File: src/rtl/mmio_store_sink_pkg.sv
// mmio_pkg: shared types and constants for the MMIO store sink.
// Holds the drain FSM state encoding, the buffered store-entry layout,
// the byte count per word and the default window base address.
package mmio_pkg;

  localparam int          BYTES_PER_WORD = 4;
  localparam logic [31:0] DEF_BASE_ADDR  = 32'h0000_1000;

  // Drain FSM states; the top mirrors these as plain localparam constants.
  typedef enum logic [0:0] {
    IDLE = 1'b0,
    EMIT = 1'b1
  } state_e;

  // One buffered store: window byte offset plus the stored word.
  // The offset is kept 32 bits wide so the type is independent of FB_AW.
  typedef struct packed {
    logic [31:0] offset;
    logic [31:0] data;
  } store_entry_t;

endpackage : mmio_pkg

File: src/rtl/mmio_store_sink_if.sv
// mmio_store_sink_if: CPU store port and framebuffer write port of the sink.
// master = CPU/framebuffer side (drives stores and fb_ready),
// slave  = the sink itself.
interface mmio_store_sink_if #(
  parameter int FB_AW = 10
);

  logic             MemWrite;
  logic [31:0]      DataAdr;
  logic [31:0]      WriteData;
  logic             stall;
  logic             fb_we;
  logic [FB_AW-1:0] fb_addr;
  logic [7:0]       fb_data;
  logic             fb_ready;
  logic             busy;
  logic             err_sticky;

  modport master (
    output MemWrite, DataAdr, WriteData, fb_ready,
    input  stall, fb_we, fb_addr, fb_data, busy, err_sticky
  );

  modport slave (
    input  MemWrite, DataAdr, WriteData, fb_ready,
    output stall, fb_we, fb_addr, fb_data, busy, err_sticky
  );

endinterface : mmio_store_sink_if

File: src/rtl/mmio_store_sink_fifo.sv
// sync_fifo: single-clock show-ahead FIFO used as the store buffer.
// rd_data always presents the oldest entry; push is ignored when full and
// pop is ignored when empty. Synchronous active-low reset empties it.
module sync_fifo #(
  parameter  int WIDTH = 8,
  parameter  int DEPTH = 4,
  localparam int AW    = $clog2(DEPTH),
  localparam int CW    = AW + 1
) (
  input  logic             clk,
  input  logic             reset,
  input  logic             push,
  input  logic             pop,
  input  logic [WIDTH-1:0] wr_data,
  output logic [WIDTH-1:0] rd_data,
  output logic             full,
  output logic             empty,
  output logic [CW-1:0]    count
);

  logic [WIDTH-1:0] mem [DEPTH];
  logic [AW-1:0]    wr_ptr;
  logic [AW-1:0]    rd_ptr;
  logic [CW-1:0]    count_q;
  logic             do_push;
  logic             do_pop;

  assign full    = (count_q == CW'(DEPTH));
  assign empty   = (count_q == '0);
  assign count   = count_q;
  assign do_push = push && !full;
  assign do_pop  = pop && !empty;
  assign rd_data = mem[rd_ptr];

  // Storage write.
  // NOTE: the data array is deliberately not reset; only pointers and count
  // define validity, and leaving it out keeps the array mappable to RAM.
  always_ff @(posedge clk) begin
    if (do_push) mem[wr_ptr] <= wr_data;
  end

  // Pointer and occupancy bookkeeping; pointers wrap since DEPTH is 2^AW.
  // NOTE: state uses non-blocking assignments so every flop samples the
  // pre-edge values regardless of statement order.
  always_ff @(posedge clk) begin
    if (!reset) begin
      wr_ptr  <= '0;
      rd_ptr  <= '0;
      count_q <= '0;
    end else begin
      if (do_push) wr_ptr <= wr_ptr + AW'(1);
      if (do_pop)  rd_ptr <= rd_ptr + AW'(1);
      case ({do_push, do_pop})
        2'b10:   count_q <= count_q + CW'(1);
        2'b01:   count_q <= count_q - CW'(1);
        default: count_q <= count_q;
      endcase
    end
  end

endmodule : sync_fifo

File: src/rtl/mmio_store_sink.sv
// mmio_store_sink: decodes CPU stores against a word window, buffers aligned
// hits in a small FIFO and drains each word as four byte writes to the
// framebuffer port, holding each byte until fb_ready.
// Optional macro BIG_ENDIAN_EN: lane n emits WriteData[8*(3-n)+:8] instead of
// WriteData[8*n+:8]; addresses and timing are unchanged.
module mmio_store_sink
  import mmio_pkg::*;
#(
  parameter logic [31:0] BASE_ADDR    = DEF_BASE_ADDR,
  parameter int          WINDOW_WORDS = 256,
  parameter int          FIFO_DEPTH   = 4,
  parameter int          FB_AW        = $clog2(4 * WINDOW_WORDS)
) (
  input  logic               clk,
  input  logic               reset,
  mmio_store_sink_if.slave   bus
);

  localparam int          CNT_W  = $clog2(FIFO_DEPTH) + 1;
  localparam int          ENT_W  = FB_AW + 32;
  localparam logic [32:0] WIN_LO = {1'b0, BASE_ADDR};
  localparam logic [32:0] WIN_HI = WIN_LO + 33'(BYTES_PER_WORD * WINDOW_WORDS);

  localparam logic [0:0] ST_IDLE = 1'(IDLE);
  localparam logic [0:0] ST_EMIT = 1'(EMIT);

  // Address decode; 33-bit compare so a window touching 2^32 cannot wrap.
  logic hit;
  logic aligned_hit;
  logic misaligned;
  logic push;
  logic drop;
  logic [ENT_W-1:0] push_entry;

  assign hit         = bus.MemWrite
                       && ({1'b0, bus.DataAdr} >= WIN_LO)
                       && ({1'b0, bus.DataAdr} <  WIN_HI);
  assign aligned_hit = hit && (bus.DataAdr[1:0] == 2'b00);
  assign misaligned  = hit && (bus.DataAdr[1:0] != 2'b00);
  assign push_entry  = {FB_AW'(bus.DataAdr - BASE_ADDR), bus.WriteData};

  // Store buffer.
  logic [ENT_W-1:0] fifo_rd;
  logic             fifo_full;
  logic             fifo_empty;
  logic [CNT_W-1:0] fifo_count;
  logic             pop;

  // Fullness is the registered count, so a same-cycle pop never frees a slot.
  assign push = aligned_hit && !fifo_full;
  assign drop = aligned_hit &&  fifo_full;

  sync_fifo #(
    .WIDTH (ENT_W),
    .DEPTH (FIFO_DEPTH)
  ) u_fifo (
    .clk     (clk),
    .reset   (reset),
    .push    (push),
    .pop     (pop),
    .wr_data (push_entry),
    .rd_data (fifo_rd),
    .full    (fifo_full),
    .empty   (fifo_empty),
    .count   (fifo_count)
  );

  // Drain FSM state.
  logic [0:0]       state;
  logic [1:0]       lane;
  store_entry_t     hold;
  store_entry_t     head;
  logic             fb_we_q;
  logic [FB_AW-1:0] fb_addr_q;
  logic [7:0]       fb_data_q;
  logic             err_q;

  // Byte lane selection; the only place endianness matters.
  function automatic logic [7:0] pick_byte(input logic [31:0] w, input logic [1:0] n);
`ifdef BIG_ENDIAN_EN
    return w[8 * (3 - int'(n)) +: 8];
`else
    return w[8 * int'(n) +: 8];
`endif
  endfunction

  // Unpack the FIFO head and decide whether the FSM takes it this cycle.
  // NOTE: every always_comb output gets a default first so no path can
  // leave it unassigned and infer a latch.
  always_comb begin
    head        = '0;
    head.offset = 32'(fifo_rd[ENT_W-1:32]);
    head.data   = fifo_rd[31:0];
    pop         = 1'b0;
    if (!fifo_empty) begin
      if (state == ST_IDLE)
        pop = 1'b1;
      else if (bus.fb_ready && (lane == 2'd3))
        pop = 1'b1;
    end
  end

  // Drain sequencing: load a word on pop, step lanes on fb_ready,
  // and keep the registered framebuffer outputs stable otherwise.
  always_ff @(posedge clk) begin
    if (!reset) begin
      state     <= ST_IDLE;
      lane      <= 2'd0;
      hold      <= '0;
      fb_we_q   <= 1'b0;
      fb_addr_q <= '0;
      fb_data_q <= '0;
    end else if (pop) begin
      state     <= ST_EMIT;
      lane      <= 2'd0;
      hold      <= head;
      fb_we_q   <= 1'b1;
      fb_addr_q <= FB_AW'(head.offset);
      fb_data_q <= pick_byte(head.data, 2'd0);
    end else if ((state == ST_EMIT) && bus.fb_ready) begin
      if (lane != 2'd3) begin
        lane      <= lane + 2'd1;
        fb_addr_q <= FB_AW'(hold.offset + 32'(lane) + 32'd1);
        fb_data_q <= pick_byte(hold.data, lane + 2'd1);
      end else begin
        state   <= ST_IDLE;
        fb_we_q <= 1'b0;
      end
    end
  end

  // Sticky error for misaligned or dropped in-window stores.
  always_ff @(posedge clk) begin
    if (!reset)
      err_q <= 1'b0;
    else if (misaligned || drop)
      err_q <= 1'b1;
  end

  assign bus.stall      = (fifo_count == CNT_W'(FIFO_DEPTH));
  assign bus.fb_we      = fb_we_q;
  assign bus.fb_addr    = fb_addr_q;
  assign bus.fb_data    = fb_data_q;
  assign bus.busy       = !fifo_empty || (state != ST_IDLE);
  assign bus.err_sticky = err_q;

endmodule : mmio_store_sink
File: src/flat_wrapper.sv
// flat-port wrapper written by rule: the top's interface ports become plain ports
module mmio_store_sink_flat import mmio_pkg::*;
#(
  parameter logic [31:0] BASE_ADDR    = DEF_BASE_ADDR,
  parameter int          WINDOW_WORDS = 256,
  parameter int          FIFO_DEPTH   = 4,
  parameter int          FB_AW        = $clog2(4 * WINDOW_WORDS)
)
  (clk, reset, bus_MemWrite, bus_DataAdr, bus_WriteData, bus_fb_ready, bus_stall, bus_fb_we, bus_fb_addr, bus_fb_data, bus_busy, bus_err_sticky);
  mmio_store_sink_if #(.FB_AW(FB_AW)) bus_i ();
  input  logic clk;
  input  logic reset;
  input wire logic [$bits(bus_i.MemWrite)-1:0] bus_MemWrite;
  input wire logic [$bits(bus_i.DataAdr)-1:0] bus_DataAdr;
  input wire logic [$bits(bus_i.WriteData)-1:0] bus_WriteData;
  input wire logic [$bits(bus_i.fb_ready)-1:0] bus_fb_ready;
  output wire logic [$bits(bus_i.stall)-1:0] bus_stall;
  output wire logic [$bits(bus_i.fb_we)-1:0] bus_fb_we;
  output wire logic [$bits(bus_i.fb_addr)-1:0] bus_fb_addr;
  output wire logic [$bits(bus_i.fb_data)-1:0] bus_fb_data;
  output wire logic [$bits(bus_i.busy)-1:0] bus_busy;
  output wire logic [$bits(bus_i.err_sticky)-1:0] bus_err_sticky;
  assign bus_i.MemWrite = bus_MemWrite;
  assign bus_i.DataAdr = bus_DataAdr;
  assign bus_i.WriteData = bus_WriteData;
  assign bus_i.fb_ready = bus_fb_ready;
  assign bus_stall = bus_i.stall;
  assign bus_fb_we = bus_i.fb_we;
  assign bus_fb_addr = bus_i.fb_addr;
  assign bus_fb_data = bus_i.fb_data;
  assign bus_busy = bus_i.busy;
  assign bus_err_sticky = bus_i.err_sticky;
  mmio_store_sink #(.BASE_ADDR(BASE_ADDR), .WINDOW_WORDS(WINDOW_WORDS), .FIFO_DEPTH(FIFO_DEPTH), .FB_AW(FB_AW)) u_core (.clk(clk), .reset(reset), .bus(bus_i));
endmodule
File: config.mk
export PLATFORM = sky130hd
export DESIGN_NAME = mmio_store_sink_flat
export DESIGN_NICKNAME = d
export VERILOG_FILES = /design/src/rtl/mmio_store_sink_pkg.sv /design/src/rtl/mmio_store_sink_if.sv /design/src/rtl/mmio_store_sink_fifo.sv /design/src/rtl/mmio_store_sink.sv /design/src/flat_wrapper.sv
export SDC_FILE = /design/constraint.sdc
export NUM_CORES = 1
export LEC_CHECK = 0
export CAP_MARGIN = 20
export CORE_MARGIN = 8
export CORE_UTILIZATION = 57
export CTS_CLUSTER_SIZE = 14
export DETAILED_ROUTE_END_ITERATION = 8
export GPL_TIMING_DRIVEN = 0
export PLACE_DENSITY = 0.78
export SLEW_MARGIN = 20
export SYNTH_ARGS = -nofsm -noshare
export SYNTH_HDL_FRONTEND = slang
export SYNTH_SLANG_ARGS = --single-unit
File: constraint.sdc
create_clock -name clk -period 3.4 [get_ports clk]
set_input_delay 0.51 -clock clk [delete_from_list [all_inputs] [get_ports clk]]
set_output_delay 0.51 -clock clk [all_outputs]
set_load 0.005 [all_outputs]
### Word-level counts from Yosys, hierarchy flattened

Memories as Yosys holds them, arrays and structs flattened. A register that Yosys moved wholly into a read port is not among the register bits.
Index checks and enable logic that the tools add are counted.
Widths: inputs -> output; s select.

* bits in registers: 71
* bits in latches: 0
* RAM bits: 168
* ROM bits: 0
* input bits: 68
* output and inout port bits: 22
* memories kept: 1

Memories
* u_core.u_fifo.mem: words 4, width 42, rd ports 1, clocked after memory_dff 1, write ports 1, line mmio_store_sink_fifo.sv:21 `logic [WIDTH-1:0] mem [DEPTH];`

* add/sub/neg operators: 8
* multipliers: 0
* div/mod/pow operators: 0
* magnitude comparators: 2
* eq/ne operators: 6
* shift-type cells: 1
* mux-type cells: 17
* bitwise logic cells: 1
* reductions and logical operators: 24

Operators by type and width (number)
* $ge 32x13->1 const B: 1
* $lt 32x13->1 const B: 1
* $shiftx 32x6->8: 1
* $mux 10: 3
* $mux 8: 3
* $add 10x1->10 const B: 1
* $add 10x2->10: 1
* $logic_and 1x1->1: 10
* $sub 10x1->10 const B: 1
* $mux 1: 8
* $reduce_bool 2->1: 4
* $add 2x1->2 const B: 3
* $pmux 3 s2: 1
* $reduce_and 2->1: 3
* $eq 2x2->1 const B: 2
* $mux 2: 2
* $ne 2x2->1 const B: 2
* $add 3x1->3 const B: 1
* $eq 3x3->1 const B: 1
* $logic_not 3->1: 1
* $sub 3x1->3 const B: 1
* $eq 2x1->1 const B: 1
* $logic_not 1->1: 2
* $logic_not 2->1: 1
* 3 further kinds: 4

### Logic depth before layout (Yosys ltp)

* word-level depth: 8
* mapped depth: 11

### Cells and area by module

A second synthesis with hierarchy kept.

* cell total of the unflattened synthesis: 613
* area, all modules: 9557.9 um2

Modules (own cells, without submodules)
* sync_fifo: times used 1, cells an instance 274, area each 6600.1 um2, seq. area each 5225.0 um2
* mmio_store_sink: times used 1, cells an instance 339, area each 2957.8 um2, seq. area each 1281.2 um2

### Worst setup path before layout

No wires, ideal clock.

* path type: in2reg
* from: in bus_DataAdr[11]
* to: reg u_core.u_fifo.count_q[2] (netlist: u_core.u_fifo.count[2])
* data arrival time: 2.464 ns
* required time: 3.324 ns
* path slack: 0.860 ns
* cell stages on the path: 9
* path through: nor4b_2 nand4_1 nor3_4 inv_1 ha_1 fa_1 xnor2_1 or3_1 a21boi_0

* cells in the longest elaborated chain, start to end: 8

Ends and longest elaborated chain
* start: declaration: line flat_wrapper.sv:14 `input wire logic [$bits(bus_i.DataAdr)-1:0] bus_DataAdr;`
* $ge 32x13->1: line mmio_store_sink.sv:36 `&& ({1'b0, bus.DataAdr} >= WIN_LO)`
* $logic_and 1x1->1: line mmio_store_sink.sv:36
* $logic_and 1x1->1 *: line mmio_store_sink.sv:37 `&& ({1'b0, bus.DataAdr} < WIN_HI);`
* $logic_and 1x1->1 *: line mmio_store_sink.sv:38 `assign aligned_hit = hit && (bus.DataAdr[1:0] == 2'b00);`
* $logic_and 1x1->1 *: line mmio_store_sink.sv:50 `assign push = aligned_hit && !fifo_full;`
* $logic_and 1x1->1 *: line mmio_store_sink_fifo.sv:31 `assign do_push = push && !full;`
* $eq 2x1->1 / $eq 2x2->1 (equally long branches): line mmio_store_sink_fifo.sv:53 `case ({do_push, do_pop})`
* $pmux 3 s2 / $reduce_bool 2->1 (equally long branches)
* end signal: assignment: line mmio_store_sink_fifo.sv:54 `2'b10: count_q <= count_q + CW'(1);`
* end signal: assignment: line mmio_store_sink_fifo.sv:55 `2'b01: count_q <= count_q - CW'(1);`
* end signal: assignment: line mmio_store_sink_fifo.sv:56 `default: count_q <= count_q;`
* end: declaration: line mmio_store_sink_fifo.sv:24 `logic [CW-1:0] count_q;`

Every way passes the cells marked *; elsewhere a longest branch is shown, timed or not.
A chain may end at the register's enable or synchronous reset.

### Final worst setup path

* from: in bus_DataAdr[1]
* to: reg u_core.u_fifo.count_q[2] (netlist: u_core.u_fifo.count[2])

* cells in the longest elaborated chain, start to end: 8

Ends and longest elaborated chain (line)
* $ge 32x13->1: mmio_store_sink.sv:36
* $logic_and 1x1->1: mmio_store_sink.sv:36
* $logic_and 1x1->1: mmio_store_sink.sv:37
* $logic_and 1x1->1 *: mmio_store_sink.sv:38
* $logic_and 1x1->1 *: mmio_store_sink.sv:50
* $logic_and 1x1->1 *: mmio_store_sink_fifo.sv:31
* $eq 2x1->1 / $eq 2x2->1 (equally long branches): mmio_store_sink_fifo.sv:53
* $pmux 3 s2 / $reduce_bool 2->1 (equally long branches)

Marks and branches as above.

==> qor.yml <==
status: "finished clean"
max_slew_margin: 0.539
cp_cell_sequence: "clkdlybuf4s50_1, or3_4, nor3_4, inv_1, ha_1, fa_1, xnor2_1, or3_1, a21boi_0"
synthFlopType: "edfxtp_1"
root_buffer: "clkbuf_16"
slew_viol_final: 0
max-vdd-ir-drop_v: 0.000398
fill_cells: 1049
start_util: 0.576
die_y_um: 145
dpl.hpwl_um: 13200
tightest_slew_ps: 691
fp.dieArea_um2: 21000
finalHoldViolCount: 0
hold_class: "input port to flip-flop"
wire_per_inst_um: 20.9
drcViolationCount: 0
setup_viol: 0
cp-startpoint: "bus_DataAdr[1]"
crit_path_end_kind: "flip-flop"
powerDensity_nw_per_um2: 520
max_freq_ghz: 0.369
synth_top_area_frac: 0.534
synth_warnings: 0
grt_pass1_vias: 5792
io_buffers: 88
min_from: "reset"
hold_buffers: 0
synth_edf_count: 168
grt_max_degree: 43
rsz0062_at_grt: "no"
cts_buffers: 24
p_leak_nw: 3.67
coreArea_um2: 16400
synth_area_leaders: "edfxtp_1 53%, dfxtp_1 15%, mux4_2 12%"
cp.arrival_ps: 3160
start_kind: "input port"
final_common_cell: "edfxtp_1"
postRouteAntennaNets: 0
clock_latency_ps: 520
track_usage: 0.194
vias: 5497
final_nets: 793
syn_to_final_growth_pct: 20.8
drive_above_1_share: 0.169
die-width_um: 145
syn-cell-area_um2: 9450
r2r_start: "u_core.u_fifo.count[0]"
clock_skew_ps: 18.6
h-tree-depth: 1
place_congestion: 0.829
dr.pass1.iters: 5
yosys.area.top_type: "edfxtp_1"
worstPathMaxFanout: 8
cpPeakStageDelay_ps: 580
worst_ep_required_time_ps: 3840
gr-total-overflow: 0
num_antenna_cells: 0
synthArstFlopShare: 0
fin_crit_ps: 2710
synthCells: 601
maxCapViolCount: 0
yosysSeqAreaShare: 0.688
postSynthAreaPerCell_um2: 15.7
layout_common_cells: "168 x edfxtp_1, 101 x nand2_1, 88 x clkdlybuf4s50_1"
crit_type: "input port to flip-flop"
vias_per_cell: 5.77
tns_ps: 0
synth_fp_nets: 679
cts_buffer_depth: 3
post_cts_buffers: 0
yosysUniqueCellTypes: 46
drt_iter0_drc: 437
crit_slowest_cell: "clkdlybuf4s50_1"
wirelength_um: 19900
antenna_found_initial: 1
placedCellCount: 909
stdcell_count: 953
post-route-period-util: 0.797
path_clk_slew_ps: 60
grt_pass1_wl_um: 31100
placement_rows: 47
cts.sinks: 241
ys_ff_latch: 241
cts_resized: 0
cts_tree: "done"
io_pins: 90
kinds of logic after synthesis:
logic type | Yosys count | share of synthesized area
compound gates | 91 | 0.0662
xor+xnor | 12 | 0.0111
fa+ha+maj | 10 | 0.0148
buf+inv | 45 | 0.0238
flops | 241 | 0.688
mux | 52 | 0.121
simple gates | 150 | 0.0746
layout make-up:
type                    count  area, um2  share of cell area
well taps                 220        275              0.0241
clock buffers              37        721              0.0631
flip-flops and latches    241       6510               0.569
repair buffers             88        881              0.0771
clock inverters             7       88.8             0.00778
plain buffers              34        184              0.0161
inverters                  11       41.3             0.00361
multi-input cells         315       2730               0.239
path summary, 6_finish.rpt:
check,cells after the start,slack (ps),end
max,9,690,u_core.u_fifo.count[2]
min,3,420,u_core.lane[1]
max reg2reg,10,790,u_core.u_fifo.count[2]
min reg2reg,2,470,u_core.hold[4]
metrics by stage:
step                 util  hold WS, ps  instance area, um2  power [mW]  setup slack (ps)
global route        0.696          437               11400        6.09               482
detailed placement  0.647          458               10600        3.32               191
CTS                 0.696          405               11400        5.96               703
floorplan               -          440                9450        3.22               860
global placement    0.647          452               10600        3.31               146
finish              0.696          424               11400        5.94               690
report_power, final:
part	switching, mW	total (mW)	internal, mW	leakage (nW)
clock	1.07	2.68	1.61	0.390
sequential	0.00000102	3.13	3.13	2.10
combinational	0.0478	0.126	0.0784	1.18
critical path: cells and delay by family:
kind | cells | cell delay (ps)
AND/OR/NAND/NOR | 3 | 1050
buffers and inverters | 2 | 660
adder cells (fa/ha/maj) | 2 | 630
AO/OA/AOI/OAI | 1 | 150
XOR/XNOR | 1 | 140
routing by layer:
metal	wire, um	track usage	vias to the layer above
met5	11	0	-
met4	478	0.0641	2
met3	1420	0.0407	43
met2	10100	0.339	171
met1	7830	0.237	2774
li1	-	-	2507
flip-flops by register name, summed over array words and instances, names as in the netlist, named ones only:
signal,cells
u_core.bus.err_sticky,1
u_core.bus.fb_addr,10
u_core.bus.fb_data,8
u_core.hold,42
u_core.lane,2
u_core.state,1
u_core.u_fifo.count,3
u_core.u_fifo.mem,168
u_core.u_fifo.rd_ptr,2
u_core.u_fifo.wr_ptr,2
Yosys cell counts, types with 4 or more instances:
cell	number
ha_1	8
buf_2	15
and2_2	4
nor2b_1	5
buf_4	4
and2_1	6
a21oi_1	5
xnor2_1	9
nand3_1	4
edfxtp_1	168
dfxtp_1	73
nand2_1	101
nor2_1	11
a31oi_1	10
clkbuf_1	12
o32ai_1	4
a21boi_0	43
mux4_2	50
o21ai_0	18
inv_1	10
No activity file was read; power rests on OpenSTA's default activity.
